[src/rtl/rv_pkg.sv]
// Shared definitions for the rv32im_zbb pipeline: fetch FSM states, NOP encoding
// and the default reset vector.
package rv_pkg;

    localparam logic [31:0] NOP_INSTR        = 32'h0000_0013;
    localparam logic [31:0] RESET_PC_DEFAULT = 32'h0000_0000;

    typedef enum logic [1:0] {
        BOOT,
        RUN,
        DRAIN
    } if_state_t;

endpackage

[src/rtl/fetch_fifo.sv]
// In-order instruction buffer holding {pc, instr} entries; head is the oldest entry.
// A flush empties the buffer and wins over a simultaneous push.
module fetch_fifo #(
    parameter int unsigned DEPTH = 2
) (
    input  logic                         clk_i,
    input  logic                         rst_ni,
    input  logic                         push,
    input  logic [63:0]                  push_data,
    input  logic                         pop,
    input  logic                         flush,
    output logic [$clog2(DEPTH):0]       count,
    output logic [63:0]                  head
);

    localparam int unsigned PTR_W = $clog2(DEPTH);
    localparam int unsigned CNT_W = $clog2(DEPTH) + 1;

    logic [63:0]      mem [DEPTH];
    logic [PTR_W-1:0] rd_ptr;
    logic [PTR_W-1:0] wr_ptr;

    always_ff @(posedge clk_i or negedge rst_ni) begin
        if (!rst_ni) begin
            rd_ptr <= '0;
            wr_ptr <= '0;
            count  <= '0;
        end else if (flush) begin
            rd_ptr <= '0;
            wr_ptr <= '0;
            count  <= '0;
        end else begin
            if (push) wr_ptr <= wr_ptr + PTR_W'(1);
            if (pop)  rd_ptr <= rd_ptr + PTR_W'(1);
            count <= count + CNT_W'(push) - CNT_W'(pop);
        end
    end

    // Storage needs no reset: the top masks the head whenever count is zero.
    always_ff @(posedge clk_i) begin
        if (push && !flush) mem[wr_ptr] <= push_data;
    end

    assign head = mem[rd_ptr];

endmodule

[src/rtl/if_stage.sv]
// Instruction fetch stage: owns the PC, fetches over req/gnt/rvalid and buffers words
// for decode. Define IF_PERF_CNT_EN to add delivered-instruction and bubble counters.
module if_stage
    import rv_pkg::*;
#(
    parameter logic [31:0] RESET_PC   = RESET_PC_DEFAULT,
    parameter int unsigned FIFO_DEPTH = 2
) (
    input  logic        clk_i,
    input  logic        rst_ni,
    output logic        imem_req_o,
    output logic [31:0] imem_addr_o,
    input  logic        imem_gnt_i,
    input  logic        imem_rvalid_i,
    input  logic [31:0] imem_rdata_i,
    input  logic        redirect_i,
    input  logic [31:0] redirect_pc_i,
    output logic        instr_valid_o,
    input  logic        instr_ready_i,
    output logic [31:0] instr_o,
`ifdef IF_PERF_CNT_EN
    output logic [31:0] instr_pc_o,
    output logic [31:0] if_fetch_cnt_o,
    output logic [31:0] if_bubble_cnt_o
`else
    output logic [31:0] instr_pc_o
`endif
);

    localparam int unsigned CNT_W = $clog2(FIFO_DEPTH) + 1;

    if_state_t        state;
    logic [31:0]      fetch_pc;
    logic [31:0]      resp_pc;
    logic [CNT_W-1:0] outstanding;
    logic [CNT_W-1:0] outstanding_next;
    logic [CNT_W-1:0] discard;
    logic [CNT_W-1:0] discard_next;
    logic [CNT_W-1:0] fifo_count;
    logic [63:0]      fifo_head;
    logic [CNT_W:0]   credit_used;
    logic             pop;
    logic             push;
    logic             gnt_fire;

    assign instr_valid_o = (fifo_count != '0);
    assign instr_o       = instr_valid_o ? fifo_head[31:0]  : NOP_INSTR;
    assign instr_pc_o    = instr_valid_o ? fifo_head[63:32] : 32'h0;
    assign pop           = instr_valid_o && instr_ready_i;

    // Buffer slots already spoken for, crediting the word decode takes this cycle.
    assign credit_used = {1'b0, fifo_count} + {1'b0, outstanding} - (CNT_W + 1)'(pop);
    assign imem_req_o  = (state != BOOT) && (credit_used < (CNT_W + 1)'(FIFO_DEPTH));
    assign imem_addr_o = fetch_pc;
    assign gnt_fire    = imem_req_o && imem_gnt_i;

    assign push             = imem_rvalid_i && (discard == '0) && !redirect_i;
    assign outstanding_next = outstanding + CNT_W'(gnt_fire) - CNT_W'(imem_rvalid_i);

    // A redirect marks every word still in flight after this edge as old-path.
    always_comb begin
        discard_next = discard;
        if (redirect_i) begin
            discard_next = outstanding_next;
        end else if (imem_rvalid_i && (discard != '0)) begin
            discard_next = discard - CNT_W'(1);
        end
    end

    always_ff @(posedge clk_i or negedge rst_ni) begin
        if (!rst_ni) begin
            state       <= BOOT;
            fetch_pc    <= RESET_PC;
            resp_pc     <= RESET_PC;
            outstanding <= '0;
            discard     <= '0;
        end else begin
            outstanding <= outstanding_next;
            discard     <= discard_next;
            if (redirect_i) begin
                fetch_pc <= redirect_pc_i & 32'hFFFF_FFFC;
                resp_pc  <= redirect_pc_i & 32'hFFFF_FFFC;
                state    <= (discard_next != '0) ? DRAIN : RUN;
            end else begin
                if (gnt_fire) fetch_pc <= fetch_pc + 32'd4;
                // Responses return in order, so the next kept word belongs to resp_pc.
                if (push)     resp_pc  <= resp_pc + 32'd4;
                case (state)
                    BOOT:    state <= RUN;
                    RUN:     state <= RUN;
                    DRAIN:   if (discard_next == '0) state <= RUN;
                    default: state <= BOOT;
                endcase
            end
        end
    end

    fetch_fifo #(
        .DEPTH(FIFO_DEPTH)
    ) u_fetch_fifo (
        .clk_i    (clk_i),
        .rst_ni   (rst_ni),
        .push     (push),
        .push_data({resp_pc, imem_rdata_i}),
        .pop      (pop),
        .flush    (redirect_i),
        .count    (fifo_count),
        .head     (fifo_head)
    );

`ifdef IF_PERF_CNT_EN
    // Bubbles are cycles where decode could take a word but none is buffered.
    always_ff @(posedge clk_i or negedge rst_ni) begin
        if (!rst_ni) begin
            if_fetch_cnt_o  <= '0;
            if_bubble_cnt_o <= '0;
        end else begin
            if (pop) if_fetch_cnt_o <= if_fetch_cnt_o + 32'd1;
            if (instr_ready_i && !instr_valid_o && (state != BOOT)) begin
                if_bubble_cnt_o <= if_bubble_cnt_o + 32'd1;
            end
        end
    end
`endif

endmodule
[config.mk]
export PLATFORM = sky130hd
export DESIGN_NAME = if_stage
export DESIGN_NICKNAME = d
export VERILOG_FILES = /design/src/rtl/rv_pkg.sv /design/src/rtl/fetch_fifo.sv /design/src/rtl/if_stage.sv
export SDC_FILE = /design/constraint.sdc
export NUM_CORES = 1
export LEC_CHECK = 0
export ABC_AREA = 1
export ABC_CLOCK_PERIOD_IN_PS = 5790
export BUFFER_PORTS_ARGS = -buffer_cell sky130_fd_sc_hd__buf_2
export CAP_MARGIN = 20
export CELL_PAD_IN_SITES_DETAIL_PLACEMENT = 0
export CELL_PAD_IN_SITES_GLOBAL_PLACEMENT = 1
export CORE_MARGIN = 2
export CORE_UTILIZATION = 25
export DETAILED_ROUTE_END_ITERATION = 12
export HOLD_SLACK_MARGIN = 0.1
export MAX_ROUTING_LAYER = met4
export PLACE_DENSITY = 0.57
export SLEW_MARGIN = 20
export SYNTH_ARGS = -nofsm -noshare
export SYNTH_HDL_FRONTEND = slang
export SYNTH_SLANG_ARGS = --single-unit
[constraint.sdc]
create_clock -name clk_i -period 5.79 [get_ports clk_i]
set_input_delay 0.579 -clock clk_i [delete_from_list [all_inputs] [get_ports clk_i]]
set_output_delay 0.579 -clock clk_i [all_outputs]
set_load 0.05 [all_outputs]
* After elaboration in Yosys (flattened, before gate mapping)
Memories as Yosys holds them, arrays and structs flattened.
Cells that the tools add are included.
** Cells by class
- Add/sub/neg operators :: 11
- Multiply operators :: 0
- Div/mod/pow operators :: 0
- Magnitude comparators :: 1
- Equality and inequality tests :: 3
- Shift-type cells :: 0
- Mux-type cells :: 19
- Bitwise logic cells :: 0
- Reduce and logical (&&, ||, !) cells :: 19
** Operators with widths (count)
- $mux W32 :: 6
- $add A32 B3 Y32 const B :: 2
- $reduce_bool A2 Y1 :: 7
- $mux W2 :: 6
- $logic_and A1 B1 Y1 :: 7
- $logic_not A2 Y1 :: 3
- $mux W1 :: 6
- $add A2 B1 Y2 :: 2
- $pmux W2 S2 :: 1
- $sub A2 B1 Y2 :: 2
- $add A2 B2 Y3 :: 1
- $lt A3 B2 Y1 const B :: 1
- $ne A3 B3 Y1 const B :: 1
- $sub A3 B1 Y3 :: 1
- $add A1 B1 Y1 const B :: 2
- $eq A2 B1 Y1 const B :: 1
- $eq A2 B2 Y1 const B :: 1
- $reduce_or A2 Y1 :: 1
- $sub A2 B1 Y2 const B :: 1
- $logic_not A1 Y1 :: 1
** Storage, ports and cells
- Register bits :: 74
- Latch bits :: 0
- Memory bits (writable) :: 128
- ROM bits :: 0
- Output and inout port bits :: 98
- Logic and storage cells :: 62
- Memories :: 1
** Memories
- u_fetch_fifo.mem :: words 2, width 64, read ports 1, clocked after Yosys merged registers in 0, write ports 1, line fetch_fifo.sv:19 : logic [63:0] mem [DEPTH];

* Depth between registers and ports, before layout
- Depth in word-level cells :: 13
- Depth in mapped cells :: 18
- Mapped depth without buffers :: 18

* Hierarchy
From an unflattened synthesis, not the netlist that was laid out.
** Second synthesis, totals
- Cells, all modules :: 1057
- Area, all modules :: 10188.5 um2
** Modules (own cells, without submodules)
- if_stage :: times used 1, cells each 831, area each 5202.5 um2, sequential area each 1651.6 um2
- fetch_fifo :: times used 1, cells each 226, area each 4986.0 um2, sequential area each 3943.8 um2

* Least setup slack after synthesis
No wires, ideal clock.
- Path type :: input-to-reg
- Start :: input imem_rvalid_i
- End :: memory u_fetch_fifo.mem[0][0] (enable)
- Setup time :: 0.483 ns
- Arrival :: 3.621 ns
- Data required time :: 5.307 ns
- Slack :: 1.685 ns
- Cell stages on the path :: 4
- Buffers on the path :: 0
- Cell sequence :: nand2_1 > nor2_1 > inv_1 > nor2_1
** Between the ends
- Word-level cells in the longest chain between the ends :: 5
** RTL lines
- start, declared :: line if_stage.sv:14 : input logic imem_rvalid_i,
- $logic_and A1 B1 Y1 (2 in a row) :: line if_stage.sv:57 : assign push = imem_rvalid_i && (discard == '0) && !redirect_i;
- $logic_and A1 B1 Y1 :: line fetch_fifo.sv:41 : if (push && !flush) mem[wr_ptr] <= push_data;
- $mux W1 :: line fetch_fifo.sv:41
- $mux W1 (not written as such) :: line fetch_fifo.sv:41
- end, declared :: line fetch_fifo.sv:19
No other way between the ends.

* Worst setup path in the final report
- Start :: register u_fetch_fifo.count[1]
- End :: register fetch_pc[17] (netlist: imem_addr_o[17])
** Between the ends
- Word-level cells in the longest chain between the ends :: 7
- Elaborated cells between the ends (all ways) :: 8
- Classes of those cells :: add/sub: 2; order compare: 1; reduce/logical: 5
** RTL lines
- start, declared :: line fetch_fifo.sv:12 : output logic [$clog2(DEPTH):0] count,
- start signal, assigned :: line fetch_fifo.sv:35 : count <= count + CNT_W'(push) - CNT_W'(pop);
- branches (longest 2 deep; another with $add A2 B2 Y3)
- $sub A3 B1 Y3 * :: line if_stage.sv:52 : assign credit_used = {1'b0, fifo_count} + {1'b0, outstanding} - (CNT_W + 1)'(pop);
- $lt A3 B2 Y1 * :: line if_stage.sv:53 : assign imem_req_o = (state != BOOT) && (credit_used < (CNT_W + 1)'(FIFO_DEPTH));
- $logic_and A1 B1 Y1 * :: line if_stage.sv:53
- $logic_and A1 B1 Y1 * :: line if_stage.sv:55 : assign gnt_fire = imem_req_o && imem_gnt_i;
- $reduce_bool A2 Y1 (no line) *
- end signal, assigned :: line if_stage.sv:81 : fetch_pc <= redirect_pc_i & 32'hFFFF_FFFC;
- end signal, assigned :: line if_stage.sv:85 : if (gnt_fire) fetch_pc <= fetch_pc + 32'd4;
- end, declared :: line if_stage.sv:33 : logic [31:0] fetch_pc;
Mark *: on every way between the ends.
A chain may end at the register's enable or synchronous reset.

==> metrics.yaml <==
global_routing:
  globalRouteTotalUtil: 0.143
  grt_pass1_wl_um: 40700
  grt_pass1_vias: 6907
  maximum_number_of_pins_on_one_net_before_global_route_repair: 71
  globalRouteOverflowTotal: 0
  antenna_violations_before_repair: 0
clocking:
  clkSinkCount: 194
  later_pin_clock_latency_in_the_skew_report_ps: 440
  clk_pin_slew_ps: 80
  cts_tree: "done"
  htree_levels: 4
  clock-root-buffer: "sky130_fd_sc_hd__clkbuf_16"
  cts_repair_resize_count: 0
  number_of_buffers_added_to_fix_hold_violations_after_cts: 0
  buffer_levels_on_the_longest_clock_path: 2
  cts-buffers-inserted: 17
  post_cts.repair.setup_buffers: 0
min_path:
  hold_path_class: "primary input to asynchronous set/reset pin"
floorplan:
  dieHeight_um: 197
  core.rowCount: 70
  die_w_um: 197
  floorplan.initialDensity: 0.255
  floorplan.core_area_um2: 36700
  floorplan.io_pins: 168
  die_area_um2: 38900
power_and_ir_drop:
  power.internal_uw: 2980
  clkPwrFrac: 0.211
  p_leak_uw: 0.00490
  comb_power_share: 0.441
  power_switching_share: 0.482
  irDropWorstVdd_uv: 233
  power.share.sequential: 0.348
  p_per_area_nw_per_um2: 510
  p_switching_uw: 2780
critical_path:
  timing.critical_path.from_type: "flip-flop"
  timing.setup.critical_path_class: "flip-flop to flip-flop"
  cp_endpoint_kind: "flip-flop"
  cp_data_arrival_time_ps: 3620
  crit_fanout: 20
  cp.required_ps: 6130
job:
  number_of_maximum_capacitance_violations: 0
logic_synthesis:
  syn-mean-instance-area_um2: 9.14
  syn-cell-area_um2: 9350
  synth.yosys.seq_area_share: 0.586
  synth_seq_cells: 194
  postSynthCellCount: 1023
  yosysWarnings: 0
  synthTopCellsByArea: "sky130_fd_sc_hd__edfxtp_1 40%, sky130_fd_sc_hd__dfrtp_1 19%, sky130_fd_sc_hd__nand2_1 15%, sky130_fd_sc_hd__nand3_1 4.2%, sky130_fd_sc_hd__inv_1 3.7%"
  yosys.area.top_type: "sky130_fd_sc_hd__edfxtp_1"
  ys_types: 39
  yosys.area.top_type_share: 0.398
placement:
  preCtsSetupSlack_ps: 2230
  placement.cell_area_um2: 10700
  count_of_buffers_inserted_at_the_top_level_ports: 161
  finalWeightedCongestion: 0.778
  dp.final_hpwl_um: 18300
  placed_cells: 1626
finish:
  register_area_um2: 5480
  layout_common_cells: "366 x sky130_fd_sc_hd__nand2_1, 161 x sky130_fd_sc_hd__buf_2, 124 x sky130_fd_sc_hd__edfxtp_1, 92 x sky130_fd_sc_hd__inv_1, 78 x sky130_fd_sc_hd__nand3_1"
  postLayoutCoreUtil: 0.308
  final_layout_size_suffix_gt1_frac: 0.194
  stdcell_area_um2: 11300
  antenna_cells: 0
  nets: 1257
  filler_cell_count: 3871
  area_growth_syn_to_layout_pct: 20.8
  multiInputGateArea_um2: 3390
  final_common_cell: "sky130_fd_sc_hd__nand2_1"
  stdcell_count: 1658
drt:
  route.detailed.wl_per_inst_um: 16.0
  ant_nets: 0
  route.final.wire_length_um: 26500
  route.detailed.vias_per_inst: 4.35
  detail_route.iter0.violations: 361
  route.vias.total: 7212
  drc: 0
  detailedRoute.firstPassIterationCount: 5
timing:
  setup_viol_count_final: 0
  timing.final.hold_violations: 0
  max_freq_ghz: 0.304
  setup_clock_skew_after_layout_ps: 8.69
  drv_slew: 0
  final.setup.worst_slack_ps: 2500
  finalCritPeriodShare: 0.568
  fin_setup_tns_ps: 0
  finalCriticalPeriod_ps: 3290
  rsz0062_at_grt: "no"
  worstMarginPinSlew_ps: 997
  slew_headroom: 0.334
outcome:
  result_of_the_run: "finished, final reports clean"
-- power by group through the flow --
stage / clock (µW) / combinational (µW) / sequential (µW)
global route: 1310 / 2770 / 2040
global placement: 0 / 2560 / 2030
floorplan: 0 / 1650 / 2240
CTS: 1260 / 2580 / 2000
finish: 1220 / 2540 / 2000
detailed placement: 0 / 2570 / 2030
-- metrics by stage --
stage,total power [µW],hold WS (ps)
2_1_floorplan,3880,283
3_3_place_gp,4590,525
3_5_place_dp,4600,526
4_1_cts,5840,298
5_1_grt,6120,301
6_report,5760,266
-- metal layers --
layer  vias to the layer above  GRT usage  share of wire
li1                       3645          -              -
met1                      3370      0.200           0.49
met2                       177      0.214           0.44
met3                        20     0.0261          0.057
met4                         0     0.0334         0.0096
met5                         -          -              0
-- path summary, 6_finish.rpt --
kind                                      endpoint  slack (ps)  cells past startpoint                   from
setup / recovery                   imem_addr_o[17]        2500                     14  u_fetch_fifo.count[1]
hold / removal                     imem_addr_o[29]         270                      2                 rst_ni
setup reg to reg                   imem_addr_o[17]        2500                     14  u_fetch_fifo.count[1]
hold reg to reg            u_fetch_fifo.mem[1][61]         540                      0            resp_pc[29]
max in group asynchronous      u_fetch_fifo.rd_ptr        4990                      2                 rst_ni
min in group clk_i         u_fetch_fifo.mem[0][15]         320                      1       imem_rdata_i[15]
-- cells by family after synthesis --
| kind of cell | share of synthesized area |
|---|---|
| DFF | 0.586 |
| buffers and inverters | 0.0550 |
| other | 0.000401 |
| xor gates and xnor gates | 0.0309 |
| AOI/OAI and AO/OA | 0.0610 |
| and+or+nand+nor | 0.254 |
| adders and majority gates | 0.0129 |
-- sequential cells by signal, indices dropped and copies added, names as in the netlist --
name	flops
u_fetch_fifo.mem	124
u_fetch_fifo.rd_ptr	1
discard	2
u_fetch_fifo.wr_ptr	1
state	2
outstanding	2
u_fetch_fifo.count	2
resp_pc	30
imem_addr_o	30
-- cell usage after synthesis (all sizes together) --
master and count:
a21oi 64, and2 1, buf 15, nand4 7, xnor2 6, nor2 72
nand3 81, a31oi 2, nand2 372, ha 8, or2 3, and3 1
fa 1, dfrtp 70, o21bai 3, xor2 27, o211ai 10, nand3b 1
o21ai 25, inv 93, clkbuf 22, conb 1, edfxtp 124, a22oi 1
nor3 12, a21boi 1
-- critical path: stages, from the launching register on --
cell,delay (ps)
sky130_fd_sc_hd__dfrtp_1,430
sky130_fd_sc_hd__nor2_4,60
sky130_fd_sc_hd__nor2_1,170
sky130_fd_sc_hd__ha_1,260
sky130_fd_sc_hd__inv_1,80
sky130_fd_sc_hd__nand2_1,60
sky130_fd_sc_hd__fa_1,370
sky130_fd_sc_hd__xor2_1,220
sky130_fd_sc_hd__nand4_2,190
sky130_fd_sc_hd__nand2_1,480
sky130_fd_sc_hd__inv_1,540
sky130_fd_sc_hd__nand2_1,160
sky130_fd_sc_hd__nand2_1,60
sky130_fd_sc_hd__inv_1,50
sky130_fd_sc_hd__nand2_1,50
-- cell type report --
cell class | instances | area share
flip-flops and latches | 194 | 0.485
multi-input cells | 702 | 0.300
repair buffers | 170 | 0.0795
well taps | 468 | 0.0519
clock buffers | 18 | 0.0380
inverters | 93 | 0.0309
clock inverters | 13 | 0.0143
Note: power is estimated with default switching activity, not from simulation.
